===== src/rtl/systolic_output_writer.sv =====
// systolic_output_writer: gathers skewed systolic bottom_out words into a ROWS x COLS buffer, then writes it to RAM row by row.
// Latency: first RAM write 2 cycles after the last column fills; then one row every 1+MEM_ACCESS_LATENCY cycles.
// Backpressure: none toward the array; stall suppresses capture, words that cannot be stored are dropped and flagged.

module systolic_output_writer #(
    parameter int          ROWS               = 4,
    parameter int          COLS               = 4,
    parameter int          WORD_SIZE          = 16,
    parameter int          MEM_ACCESS_LATENCY = 2,
    parameter logic [31:0] OUT_BASE_ADDR      = 32'h0000_0200,
    parameter int          ADDR_INCR          = 4
) (
    input  logic                      clk,
    input  logic                      rst,
    input  logic [COLS*WORD_SIZE-1:0] matmul_output,
    input  logic [COLS-1:0]           output_col_valid,
    input  logic                      stall,
    input  logic                      fsm_done,
    output logic                      wr_output_rdy,
    output logic                      wr_output_done,
    output logic [31:0]               wr_mem_addr,
    output logic                      wr_mem_en,
    output logic [COLS*WORD_SIZE-1:0] wr_mem_data,
    output logic                      err_overflow,
    output logic                      err_short
);

    localparam int RW = $clog2(ROWS);
    localparam int CW = $clog2(ROWS + 1);
    localparam int WW = $clog2(MEM_ACCESS_LATENCY + 1);

    localparam logic [CW-1:0] FULL_CNT  = CW'(ROWS);
    localparam logic [RW-1:0] LAST_ROW  = RW'(ROWS - 1);
    localparam logic [WW-1:0] WAIT_LOAD = WW'(MEM_ACCESS_LATENCY - 1);

    typedef enum logic [2:0] {
        IDLE,
        CAPTURE,
        WRITE,
        WAIT_MEM,
        DONE
    } state_t;

    state_t state;
    state_t state_nxt;

    // Result buffer and per-column fill counters
    logic [WORD_SIZE-1:0] row_buf [ROWS][COLS];
    logic [CW-1:0]        row_cnt [COLS];

    // Write sequencing
    logic [RW-1:0]            row_idx;
    logic [WW-1:0]            wait_cnt;
    logic [31:0]              last_addr;
    logic [COLS*WORD_SIZE-1:0] last_data;
    logic [31:0]              cur_addr;
    logic [COLS*WORD_SIZE-1:0] cur_data;

    // Capture decode
    logic            accepting;
    logic [COLS-1:0] cap_en;
    logic            ovf_hit;
    logic            all_full;
    logic            clear_buf;

    assign accepting = (state == IDLE) || (state == CAPTURE);
    assign clear_buf = (state == DONE) && !fsm_done;

    // Decide per column whether this cycle's word is stored or dropped as overflow
    always_comb begin
        cap_en   = '0;
        ovf_hit  = 1'b0;
        all_full = 1'b1;
        for (int c = 0; c < COLS; c++) begin
            if (row_cnt[c] != FULL_CNT) begin
                all_full = 1'b0;
            end
            if (output_col_valid[c] && !stall) begin
                if (accepting && (row_cnt[c] != FULL_CNT)) begin
                    cap_en[c] = 1'b1;
                end else begin
                    ovf_hit = 1'b1;
                end
            end
        end
    end

    // State register
    always_ff @(posedge clk) begin
        if (rst) begin
            state <= IDLE;
        end else begin
            state <= state_nxt;
        end
    end

    // Next-state logic; a short fill is forced into the write phase by fsm_done
    always_comb begin
        state_nxt = state;
        case (state)
            IDLE: begin
                if (|cap_en) begin
                    state_nxt = CAPTURE;
                end
            end
            CAPTURE: begin
                if (all_full || fsm_done) begin
                    state_nxt = WRITE;
                end
            end
            WRITE: begin
                state_nxt = WAIT_MEM;
            end
            WAIT_MEM: begin
                if (wait_cnt == '0) begin
                    state_nxt = (row_idx == LAST_ROW) ? DONE : WRITE;
                end
            end
            DONE: begin
                if (!fsm_done) begin
                    state_nxt = IDLE;
                end
            end
            default: begin
                state_nxt = IDLE;
            end
        endcase
    end

    // Buffer fill, overflow flag, and buffer clear on leaving DONE
    always_ff @(posedge clk) begin
        if (rst) begin
            for (int r = 0; r < ROWS; r++) begin
                for (int c = 0; c < COLS; c++) begin
                    row_buf[r][c] <= '0;
                end
            end
            for (int c = 0; c < COLS; c++) begin
                row_cnt[c] <= '0;
            end
            err_overflow <= 1'b0;
        end else begin
            if (clear_buf) begin
                for (int r = 0; r < ROWS; r++) begin
                    for (int c = 0; c < COLS; c++) begin
                        row_buf[r][c] <= '0;
                    end
                end
                for (int c = 0; c < COLS; c++) begin
                    row_cnt[c] <= '0;
                end
            end else begin
                for (int c = 0; c < COLS; c++) begin
                    if (cap_en[c]) begin
                        row_buf[row_cnt[c][RW-1:0]][c] <= matmul_output[c*WORD_SIZE +: WORD_SIZE];
                        row_cnt[c]                      <= row_cnt[c] + 1'b1;
                    end
                end
            end
            if (ovf_hit) begin
                err_overflow <= 1'b1;
            end
        end
    end

    // Row index, RAM recovery counter, held write outputs, short-fill flag
    always_ff @(posedge clk) begin
        if (rst) begin
            row_idx   <= '0;
            wait_cnt  <= '0;
            last_addr <= '0;
            last_data <= '0;
            err_short <= 1'b0;
        end else begin
            case (state)
                CAPTURE: begin
                    if (all_full || fsm_done) begin
                        row_idx <= '0;
                        if (!all_full) begin
                            err_short <= 1'b1;
                        end
                    end
                end
                WRITE: begin
                    wait_cnt  <= WAIT_LOAD;
                    last_addr <= cur_addr;
                    last_data <= cur_data;
                end
                WAIT_MEM: begin
                    if (wait_cnt == '0) begin
                        if (row_idx != LAST_ROW) begin
                            row_idx <= row_idx + 1'b1;
                        end
                    end else begin
                        wait_cnt <= wait_cnt - 1'b1;
                    end
                end
                default: begin
                end
            endcase
        end
    end

    // Current row address/data; outside WRITE the last driven values are held
    always_comb begin
        cur_addr = OUT_BASE_ADDR + (32'(row_idx) * 32'(ADDR_INCR));
        cur_data = '0;
        for (int c = 0; c < COLS; c++) begin
            cur_data[c*WORD_SIZE +: WORD_SIZE] = row_buf[row_idx][c];
        end
        wr_mem_en      = (state == WRITE);
        wr_mem_addr    = wr_mem_en ? cur_addr : last_addr;
        wr_mem_data    = wr_mem_en ? cur_data : last_data;
        wr_output_rdy  = (state == IDLE);
        wr_output_done = (state == DONE) && fsm_done;
    end

endmodule


===== config.mk =====
export PLATFORM = sky130hd
export DESIGN_NAME = systolic_output_writer
export DESIGN_NICKNAME = d
export VERILOG_FILES = /design/src/rtl/systolic_output_writer.sv
export SDC_FILE = /design/constraint.sdc
export NUM_CORES = 1
export LEC_CHECK = 0
export CAP_MARGIN = 15
export CORE_MARGIN = 5
export CORE_UTILIZATION = 30
export DETAILED_ROUTE_END_ITERATION = 8
export GPL_TIMING_DRIVEN = 0
export PLACE_DENSITY = 0.52
export SLEW_MARGIN = 0
export SYNTH_ARGS = -nofsm -noshare
export SYNTH_HDL_FRONTEND = slang
export SYNTH_SLANG_ARGS = --single-unit

===== constraint.sdc =====
create_clock -name clk -period 2.95 [get_ports clk]
set_input_delay 0.59 -clock clk [delete_from_list [all_inputs] [get_ports clk]]
set_output_delay 0.59 -clock clk [all_outputs]
set_load 0.01 [all_outputs]

==> results.md <==
* Failing checks: negative setup slack
* Worst path required time at 2360 ps
* Total track usage at 14.66%
* Starting density of the core at 30.13%
* Cell area after placement at 18710 um2
* Crit path to: wr_mem_data[9]
* # IOs at 173
* Final worst-path cycle share at 100.1%
* Clock skew at 13.22 ps
* DR iter-0 viols at 599
* GRT busiest layer: met2
* EDFF count, synth at 265
* Critical R2R Launch: row_cnt[2][0]
* Asr flop ratio synth at 0%
* # setup viols final at 3
* Hold Crit Class: flip-flop to flip-flop
* Worst-path cell chain: buf_12 -> buf_12 -> buf_12 -> buf_12 -> mux4_2 -> mux2_4 -> buf_6
* Final Util at 38.92%
* Via count at 9984
* Rows at 85
* Worst path depth at 7
* Die Y at 241.8 um
* Mux contribution to synthesized area at 13.62%
* CTS Root Buffer Type: clkbuf_16
* Die X-Extent at 241.8 um
* Max VDD drop at 0.3443 mV
* Yosys cell types at 47
* Routed WL at 43.68 mm
* CTS tree: done
* Largest family of logic cells by synthesized area: simple AND/OR/NAND/NOR gates
* Critical path class: flip-flop to primary output
* Met1 Track Usage GR at 19.16%
* Post-Layout Cell Count at 2097
* # nets final at 1455
* H-tree depth at 2
* 1st-pass router iterations at 4
* Num CTS Buffers at 45
* Clk Latency, worst-skew pair at 560 ps
* M3 GR Usage at 2.893%
* Synth-to-Final Area Change at 29.18%
* Cell Pwr Density at 615.0 nW/um2
* Post-route antenna net violation count at 0
* Max Transition Viols Final at 0
* Synth top area cells: edfxtp_1 (49%), dfxtp_1 (14%), and3_1 (9.9%)
* Share of cells above drive strength 1 at 25.57%
* Worst-path clk slew at 60 ps
* Cell mode on critical path: buf_12
* Leakage at 8.805 nW
* Register-to-Register Path Depth at 7
* Largest net degree at the start of global routing at 17
* Total gr overflow at 0
* Die ar. at 58460 um2
* Finished Cell Area at 20820 um2
* Outcome: finished, violations left
* GRT met2 Usage at 25.10%
* Critical path buffer and inverter count at 5
* CP peak stage delay at 530 ps
* Area share of fa/ha/maj cells after synthesis at 1.397%
* Count of input and output buffers at 172
* Setup slack, reg-to-reg at 370 ps
* Part of the Yosys area used for sequential elements at 63.03%
* DP Worst Slack at -1623 ps
* Vias in the first global route at 10700
* Fillers at 5063
* Slew headroom at 58.46%
* Setup crit end kind: primary output
* Max frequency at 0.3385 GHz
* Final WS setup at -4.086 ps
* Synth Net Count at 1214
* RSZ-0062 raised after global routing: true
* Core box area at 53500 um2
* Vias per cell at 4.761
* Post-Synthesis Cells at 1124
* Crit path time final at 2954 ps
* Worst Tran Pin Value at 623.1 ps
* WL/cell at 20.83 um
* Post-layout total power at 12.81 mW
* Compound-Gate Fraction of Synth Area at 1.506%
* FF+latch count, synth at 375
* Avg Cell Area, Syn at 14.34 um2
* Setup crit start kind: flip-flop
* Clock Tree Buf Depth at 3
* Mapped Area at 16120 um2
* Synth Area in XOR/XNOR at 0.2717%
* Arr. time, crit path at 2360 ps
* Most common library cells after synthesis: edfxtp_1 (265), and3_1 (256), nor2b_1 (127)
* Min Hold Slack at 475.7 ps
* Ys Warns at 0
* Most frequent cell after synthesis: edfxtp_1
* Most common flop cell mapped by yosys: edfxtp_1
* Drc violations at 0
* Synth top area share at 49.37%
* Synth Area in Simple Gates at 17.45%
* Setup TNS at -7.558 ps
* Hold Fails Final Rpt at 0
* Reg2reg end: row_buf[0][27]
* Delay-heaviest family, CP: multiplexers
* First-pass GRT wire length at 66.64 mm
* Initial antenna violation count at 1
* Placed Cells at 1992
* Crit Path Max Fanout at 5
* Max Cap Viol at 0
* Slowest CP cell: mux4_2
* Top cell type by total area after synthesis: edfxtp_1
* HPWL Detailed at 28.98 mm
* TritonCTS Sinks at 375
* Placer Congestion at 0.7604
==> worst min-delay path by stage <==
| stage | startpoint | slack, ps | cells after the start | endpoint |
|---|---|---|---|---|
| 2_1_floorplan | wait_cnt[0] | 460 | 1 | wait_cnt[0] |
| 3_3_place_gp | err_short | 460 | 2 | err_short |
| 3_5_place_dp | err_short | 470 | 2 | err_short |
| 4_1_cts | err_short | 490 | 2 | err_short |
| 5_1_grt | err_short | 520 | 2 | err_short |
| 6_report | err_short | 480 | 2 | err_short |
==> logic make-up (layout without fill, tap and decap cells) <==
logic type                 after synthesis  after routing
buffers and inverters                  104            380
DFF                                    375            375
adders and majority gates               18             18
other                                    0              1
muxes                                  131            131
and+or+nand+nor                        457            457
xor gates and xnor gates                 5              5
AOI/OAI and AO/OA                       34             34
==> metal layers <==
metal  routed length (um)  part of all wire (%)
met3                 1902                   4.4
met4                  888                   2.0
met5                   13                 0.030
met1                19230                    44
met2                21640                    50
==> repair_timing <==
item	in CTS	in global routing
hold buffers	0	0
pin swaps	1	0
buffers inserted	18	2
setup endpoints to repair	363	269
endpoints found under the hold margin	0	0
resized for setup	391	37
gates cloned	4	0
==> registers in the layout, indices dropped and copies added, names as in the netlist, named ones only <==
register	cells
row_buf	256
state	3
last_data	64
wait_cnt	2
last_addr	32
row_cnt	12
err_overflow	1
err_short	1
row_idx	2
==> power by group <==
group | switching (mW) | internal (mW) | total (mW)
clock network | 2.16 | 3.47 | 5.62
registers | 0.0674 | 5.85 | 5.91
logic | 0.679 | 0.590 | 1.27
==> layout by cell type (no fill, tap or decap), types with 6 or more instances in the layout <==
cell / instances
clkbuf_16: 47
nor2_1: 11
edfxtp_1: 265
mux2_4: 29
nand2_4: 10
and2_1: 7
buf_6: 26
clkbuf_4: 8
ha_1: 18
buf_12: 16
inv_1: 13
clkinv_1: 7
a21oi_1: 8
clkbuf_2: 19
dlygate4sd2_1: 30
and3_1: 256
dfxtp_1: 107
buf_4: 15
mux4_2: 64
nand2_1: 14
mux2_2: 37
buf_2: 36
nor2b_1: 124
clkdlybuf4s50_1: 84
nand3_1: 6
clkbuf_1: 55
==> worst min-delay path, delay by kind of cell (launching register included) <==
kind             cells  cell delay [ps]
flip-flops           1              330
AND/OR/NAND/NOR      2              110
==> layout make-up <==
type                    count  area [um2]  area share, %
inverters                  13       48.80         0.2344
clock inverters            18       210.2          1.010
multi-input cells         645        5744          27.59
clock buffers              64        1290          6.196
diodes                      1       2.502        0.01202
plain buffers              89       588.1          2.824
repair buffers            196        1898          9.116
flip-flops and latches    375       10170          48.84
well taps                 696       870.8          4.182
Power figures use the tool's default switching activity.
